### config.mk
export PLATFORM = sky130hd
export DESIGN_NAME = i2s_tx_master_tdm
export DESIGN_NICKNAME = d
export VERILOG_FILES = /design/src/rtl/i2s_tx_master_tdm.sv
export SDC_FILE = /design/constraint.sdc
export NUM_CORES = 1
export LEC_CHECK = 0
export BUFFER_PORTS_ARGS = -buffer_cell sky130_fd_sc_hd__buf_2
export CAP_MARGIN = 25
export CORE_ASPECT_RATIO = 1.5
export CORE_UTILIZATION = 35
export DETAILED_ROUTE_END_ITERATION = 6
export GPL_TIMING_DRIVEN = 1
export PLACE_DENSITY = 0.5
export REMOVE_ABC_BUFFERS = 1
export SYNTH_ARGS = -nofsm -noshare
export SYNTH_HDL_FRONTEND = slang
export SYNTH_SLANG_ARGS = --single-unit
### constraint.sdc
create_clock -name clk -period 3.6 [get_ports clk]
set_input_delay 0.72 -clock clk [delete_from_list [all_inputs] [get_ports clk]]
set_output_delay 0.72 -clock clk [all_outputs]
set_load 0.02 [all_outputs]
### src/rtl/i2s_tx_master_tdm.sv
// i2s_tx_master_tdm: parametrised I2S / TDM transmit master.
// A FIFO buffers pushed samples. sclk and ws are derived from clk.
// sd is serialised MSB-first, and sd/ws change only on sclk falling edges.
// A frame starts only when a full frame of samples is buffered; otherwise
// the frame is muted and underrun pulses.
// Optional build macro I2S_TX_LEFT_JUSTIFIED_EN adds the leftJustified input
// (zero-bit ws delay). Without the macro the block is always standard I2S.
module i2s_tx_master_tdm #(
  parameter int DATA_WIDTH     = 8,
  parameter int SLOT_WIDTH     = 8,
  parameter int NUM_OF_CHANNEL = 2,
  parameter int FIFO_DEPTH     = 4,
  parameter int CLK_DIV        = 2
) (
  input  logic                             clk,
  input  logic                             rst,
  input  logic                             enable,
`ifdef I2S_TX_LEFT_JUSTIFIED_EN
  input  logic                             leftJustified,
`endif
  input  logic [DATA_WIDTH-1:0]            txData,
  input  logic                             txValid,
  output logic                             txReady,
  output logic                             sclk,
  output logic                             ws,
  output logic                             sd,
  output logic                             busy,
  output logic                             underrun,
  output logic [$clog2(FIFO_DEPTH+1)-1:0]  fifoLevel
);

  localparam int PTR_W  = (FIFO_DEPTH > 1) ? $clog2(FIFO_DEPTH) : 1;
  localparam int LVL_W  = $clog2(FIFO_DEPTH + 1);
  localparam int DIV_W  = (CLK_DIV > 1) ? $clog2(CLK_DIV) : 1;
  localparam int POS_W  = $clog2(SLOT_WIDTH);
  localparam int SLOT_W = $clog2(NUM_OF_CHANNEL);

  localparam logic [PTR_W-1:0]  PTR_LAST  = PTR_W'(FIFO_DEPTH - 1);
  localparam logic [LVL_W-1:0]  LVL_FULL  = LVL_W'(FIFO_DEPTH);
  localparam logic [LVL_W-1:0]  LVL_FRAME = LVL_W'(NUM_OF_CHANNEL);
  localparam logic [DIV_W-1:0]  DIV_LAST  = DIV_W'(CLK_DIV - 1);
  localparam logic [POS_W-1:0]  POS_LAST  = POS_W'(SLOT_WIDTH - 1);
  localparam logic [SLOT_W-1:0] SLOT_LAST = SLOT_W'(NUM_OF_CHANNEL - 1);
  localparam logic [SLOT_W-1:0] SLOT_HALF = SLOT_W'(NUM_OF_CHANNEL / 2);

  typedef enum logic [1:0] {IDLE, RUN, STOP} state_t;

  state_t                  state_reg, state_next;
  logic [DATA_WIDTH-1:0]   fifo_mem [FIFO_DEPTH];
  logic [PTR_W-1:0]        wr_ptr_reg, rd_ptr_reg;
  logic [LVL_W-1:0]        level_reg;
  logic [DIV_W-1:0]        div_cnt_reg;
  logic                    sclk_reg, ws_reg, sd_reg, underrun_reg;
  logic [POS_W-1:0]        pos_reg, pos_next;
  logic [SLOT_W-1:0]       slot_reg, slot_next, slot_ws;
  logic [DATA_WIDTH-1:0]   shift_reg;
  logic                    frame_valid_reg;

  logic active, div_tc, fall, start, wrap, stop_now, do_update;
  logic frame_start, frame_ok, frame_valid_now, push, pop, ws_next, lj_eff;

`ifdef I2S_TX_LEFT_JUSTIFIED_EN
  logic lj_reg;
  // Justification mode is latched while idle so it cannot change mid-stream.
  always_ff @(posedge clk) begin
    if (rst)                    lj_reg <= 1'b0;
    else if (state_reg == IDLE) lj_reg <= leftJustified;
  end
  assign lj_eff = (state_reg == IDLE) ? leftJustified : lj_reg;
`else
  assign lj_eff = 1'b0;
`endif

  // Control decode: update points, bit position advance, frame gating, FSM.
  always_comb begin
    active      = (state_reg != IDLE);
    div_tc      = (div_cnt_reg == DIV_LAST);
    fall        = active && div_tc && sclk_reg;
    start       = (state_reg == IDLE) && enable;
    wrap        = fall && (pos_reg == POS_LAST) && (slot_reg == SLOT_LAST);
    // The frame also ends cleanly if enable drops right at its last bit.
    stop_now    = wrap && ((state_reg == STOP) || !enable);
    do_update   = start || (fall && !stop_now);
    pos_next    = '0;
    slot_next   = '0;
    if (!(start || wrap)) begin
      if (pos_reg == POS_LAST) begin
        slot_next = slot_reg + 1'b1;
      end else begin
        pos_next  = pos_reg + 1'b1;
        slot_next = slot_reg;
      end
    end
    frame_start     = (pos_next == '0) && (slot_next == '0);
    frame_ok        = (level_reg >= LVL_FRAME);
    frame_valid_now = frame_start ? frame_ok : frame_valid_reg;
    pop             = do_update && (pos_next == '0) && frame_valid_now;
    push            = txValid && (level_reg != LVL_FULL);
    // Standard I2S looks one bit ahead; left-justified uses the current slot.
    slot_ws = slot_next;
    if (!lj_eff && (pos_next == POS_LAST))
      slot_ws = (slot_next == SLOT_LAST) ? '0 : slot_next + 1'b1;
    ws_next = (slot_ws >= SLOT_HALF);
    state_next = state_reg;
    case (state_reg)
      IDLE:    if (enable) state_next = RUN;
      RUN:     if (stop_now) state_next = IDLE;
               else if (!enable) state_next = STOP;
      STOP:    if (stop_now) state_next = IDLE;
      default: state_next = IDLE;
    endcase
  end

  // State register.
  always_ff @(posedge clk) begin
    if (rst) state_reg <= IDLE;
    else     state_reg <= state_next;
  end

  // FIFO storage; no reset so it maps onto RAM.
  always_ff @(posedge clk) begin
    if (push) fifo_mem[wr_ptr_reg] <= txData;
  end

  // FIFO pointers and occupancy; a full FIFO refuses pushes even when popping.
  always_ff @(posedge clk) begin
    if (rst) begin
      wr_ptr_reg <= '0;
      rd_ptr_reg <= '0;
      level_reg  <= '0;
    end else begin
      if (push) wr_ptr_reg <= (wr_ptr_reg == PTR_LAST) ? '0 : wr_ptr_reg + 1'b1;
      if (pop)  rd_ptr_reg <= (rd_ptr_reg == PTR_LAST) ? '0 : rd_ptr_reg + 1'b1;
      level_reg <= level_reg + LVL_W'(push) - LVL_W'(pop);
    end
  end

  // Bit-clock divider: sclk toggles each time the counter reaches terminal count.
  always_ff @(posedge clk) begin
    if (rst || !active || stop_now) begin
      div_cnt_reg <= '0;
      sclk_reg    <= 1'b0;
    end else if (div_tc) begin
      div_cnt_reg <= '0;
      sclk_reg    <= ~sclk_reg;
    end else begin
      div_cnt_reg <= div_cnt_reg + 1'b1;
    end
  end

  // Serialiser: at each update point load a sample at slot start or shift.
  always_ff @(posedge clk) begin
    if (rst) begin
      pos_reg         <= '0;
      slot_reg        <= '0;
      shift_reg       <= '0;
      sd_reg          <= 1'b0;
      ws_reg          <= 1'b0;
      frame_valid_reg <= 1'b0;
      underrun_reg    <= 1'b0;
    end else begin
      underrun_reg <= do_update && frame_start && !frame_ok;
      if (stop_now) begin
        pos_reg  <= '0;
        slot_reg <= '0;
        sd_reg   <= 1'b0;
        ws_reg   <= 1'b0;
      end else if (do_update) begin
        pos_reg  <= pos_next;
        slot_reg <= slot_next;
        ws_reg   <= ws_next;
        if (frame_start) frame_valid_reg <= frame_ok;
        if (pos_next == '0) begin
          if (frame_valid_now) begin
            sd_reg    <= fifo_mem[rd_ptr_reg][DATA_WIDTH-1];
            shift_reg <= {fifo_mem[rd_ptr_reg][DATA_WIDTH-2:0], 1'b0};
          end else begin
            sd_reg    <= 1'b0;
            shift_reg <= '0;
          end
        end else begin
          // Zeros shifted in become the padding bits of wider slots.
          sd_reg    <= shift_reg[DATA_WIDTH-1];
          shift_reg <= {shift_reg[DATA_WIDTH-2:0], 1'b0};
        end
      end
    end
  end

  assign txReady   = (level_reg != LVL_FULL);
  assign fifoLevel = level_reg;
  assign sclk      = sclk_reg;
  assign ws        = ws_reg;
  assign sd        = sd_reg;
  assign busy      = active;
  assign underrun  = underrun_reg;

endmodule

==> results.md <==
- Worst-skew pair later-pin latency: 0.34 ns
- Setup crit end kind: register
- Detail-routed via count per cell: 4.91
- Cell Area, Synth: 2610 sq um
- TritonCTS clock tree: done
- Critical path launch point type: register
- Worst-Margin Slew: 0.594 ns
- Count of synthesis-stage warnings from yosys: 0
- Worst setup slack after placement: 0.792 ns
- Antenna-violating nets left: 0
- Worst min path class: reg -> reg
- Combinational share of power: 19.6%
- Count of state elements after synthesis: 60
- Multiplexer fraction of the synthesized cell area: 8.54%
- Placeable core area: 7230 sq um
- Post-Synthesis Cells: 202
- Flop pwr share: 47.4%
- Post-detailed-route wirelength per cell: 14.5 um
- Number of instances resized during post-cts repair: 0
- End-of-flow core utilization: 41.5%
- Global route overflow: 0
- Result of the run: complete, no violations
- Avg Inst Size Synth: 12.9 sq um
- Max-capacitance violation count: 0
- Fin worst setup slack: 0.839 ns
- TritonCTS buffer count: 9
- Fraction of layout cells with a size suffix above 1: 22.6%
- Count of inserted antenna diode cells: 0
- HPWL Detailed: 3430 um
- Post-Place Cell Area: 2800 sq um
- Sw frac: 29.2%
- Power, Total: 1.81 mW
- Via count: 1,621
- Max FFs per register: 32
- Leading cell types by total area after synthesis: sky130_fd_sc_hd__edfxtp_1, sky130_fd_sc_hd__dfxtp_1, sky130_fd_sc_hd__mux4_2
- CTS clk-pin slew, worst paths: 0.07 ns
- P_leak: 1.09 nW
- Commonest register cell after synthesis: sky130_fd_sc_hd__edfxtp_1
- Most frequent cell after synthesis: sky130_fd_sc_hd__edfxtp_1
- Cell at the root of the clock tree: sky130_fd_sc_hd__clkbuf_8
- Cell-internal power: 1.28 mW
- Simple-gate portion of the synthesized area: 10.6%
- X dimension of the die: 72.5 um
- Total Negative Setup Slacks: 0 ns
- Post-route standard cell area excluding fillers: 3000 sq um
- Post-route non-filler standard cell count: 330
- Count of standard-cell rows: 38
- Fraction of the mapped netlist area in compound gates: 12.9%
- Cell taking the most area after synthesis: sky130_fd_sc_hd__edfxtp_1
- Area growth, synth to finish: 14.9%
- Most frequent cells after synthesis: sky130_fd_sc_hd__edfxtp_1, sky130_fd_sc_hd__dfxtp_1, sky130_fd_sc_hd__a21oi_1
- Worst hold margin: 0.454 ns
- Asr flop ratio synth: 0%
- Post-route DRC violation count: 0
- Share of Yosys cell area claimed by the top area cell type: 36.8%
- Dpl cells: 314
- Final critical delay including setup and external delays: 2.76 ns
- Setup Crit Path Kind: reg -> reg
- Final setup viols: 0
- Post-route clock period utilization: 76.7%
- Number of synthesized flops with an enable pin: 32
- Antenna violations before repair: 0
- Drt first-iter violations: 70
- Port Buf Inserts: 20
- First-pass GRT wire length: 8010 um
- Initial DRT Pass Iterations: 4
- Number of hold violations in the final report: 0
- Arrival time reported for the critical path endpoint: 2.98 ns
- Maximum net fanout on the critical path: 7
- Adder-Cell Fraction of Synth Area: 5.56%
- P per Cell Area: 604 nW/um^2
- Sequential cell area fraction in the yosys report: 58.3%
- Setup Skew: 0.0104 ns
- Maximum resistive drop on vdd: 265 uV
- Initial Utilization: 36.1%
- Gp weighted congestion: 0.730
- Die area: 7810 sq um
- Die Ht: 108 um
- Pin count of the biggest net entering global routing: 21
- Main combinational cell family by area after synthesis: compound AO/OA/AOI/OAI gates
- Total routed wirelength: 4790 um
- Global-route usage over all layers: 14.0%
- Final #Nets: 248
- # hold bufs at CTS: 0
- Number of sinks on the clock net: 60
- Switching pwr: 0.528 mW
- Part of the power in the clock network: 33.0%
- Number of global-route vias before repair: 1,681
- Total number of H-tree levels: 3
- Relative slew slack: 60.1%
- Num ports: 21
- Max clock buf depth: 2
- Required time of the worst setup path: 3.82 ns
- Peak clock frequency supported by timing: 362 MHz
- Xor/xnor cell area share of the yosys netlist: 1.34%
- RSZ-0062 raised after global routing: no
- Count of distinct cell types in the synthesized netlist: 49
- Count of buffers added by post-CTS timing repair for setup: 0
- Final-report max-slew violation count: 0
final cells by class:
cell class	instances	area, sq um
Fill cell	732	4230
Tap cell	100	125
Inverter	10	37.5
Clock inverter	7	75.1
Sequential cell	60	1520
Timing Repair Buffer	20	100
Multi-Input combinational cell	124	1010
Clock buffer	9	124
power groups by stage:
| stage | Combinational, mW | Clock (mW) | Sequential (mW) |
|---|---|---|---|
| floorplan | 0.243 | 0 | 0.882 |
| finish | 0.354 | 0.598 | 0.858 |
| CTS | 0.364 | 0.617 | 0.861 |
| global placement | 0.359 | 0 | 0.875 |
| global route | 0.400 | 0.648 | 0.869 |
| detailed placement | 0.360 | 0 | 0.875 |
layer usage:
layer  routed length [um]  share of wire [%]  vias up  track usage [%]
met3                  133                2.8       10             2.53
met4                   79                1.6        0             8.40
met5                    0                  0        -                0
met1                 2030                 42      778             15.8
met2                 2550                 53       23             24.1
li1                     -                  -      810                -
cell families after synthesis:
family                   after synthesis
adder cells (fa/ha/maj)               11
AND/OR/NAND/NOR                       52
multiplexers                          12
XOR/XNOR                               4
AO/OA/AOI/OAI                         45
flip-flops                            60
buffers and inverters                 18
placed cells by master, fill, tap and decap left out, drive strengths merged, types with 3 or more instances in the layout:
cell and n:
clkinv 5, buf 20, nand3 9, nor3 4, edfxtp 32, clkbuf 9, a22oi 9, inv 11
nor2b 4, a21o 3, o21ai 6, nor2 13, a31oi 3, ha 10, dfxtp 28, nand2 6
mux4 8, a21oi 14, and3 4
final timing paths:
check | depth (start not counted) | slack, ns | to | from
worst min register to register | 2 | 0.45 | ws$_SDFFE_PP0N_ | ws$_SDFFE_PP0N_
worst max register to register | 12 | 0.84 | fifoLevel[2]$_SDFF_PP0_ | pos_reg[0]$_SDFFE_PP0N_
worst min-delay path | 2 | 0.45 | ws$_SDFFE_PP0N_ | ws$_SDFFE_PP0N_
worst max-delay path | 12 | 0.84 | fifoLevel[2]$_SDFF_PP0_ | pos_reg[0]$_SDFFE_PP0N_
critical path: stages (launching register included):
cell,delay (ns)
sky130_fd_sc_hd__dfxtp_1,0.40
sky130_fd_sc_hd__ha_1,0.17
sky130_fd_sc_hd__ha_1,0.28
sky130_fd_sc_hd__and2_1,0.27
sky130_fd_sc_hd__o21ai_2,0.11
sky130_fd_sc_hd__a21oi_2,0.25
sky130_fd_sc_hd__nor2_1,0.10
sky130_fd_sc_hd__ha_1,0.28
sky130_fd_sc_hd__inv_1,0.04
sky130_fd_sc_hd__ha_1,0.18
sky130_fd_sc_hd__fa_1,0.38
sky130_fd_sc_hd__xor2_1,0.15
sky130_fd_sc_hd__nor2_1,0.05
Power figures use the tool's default switching activity.
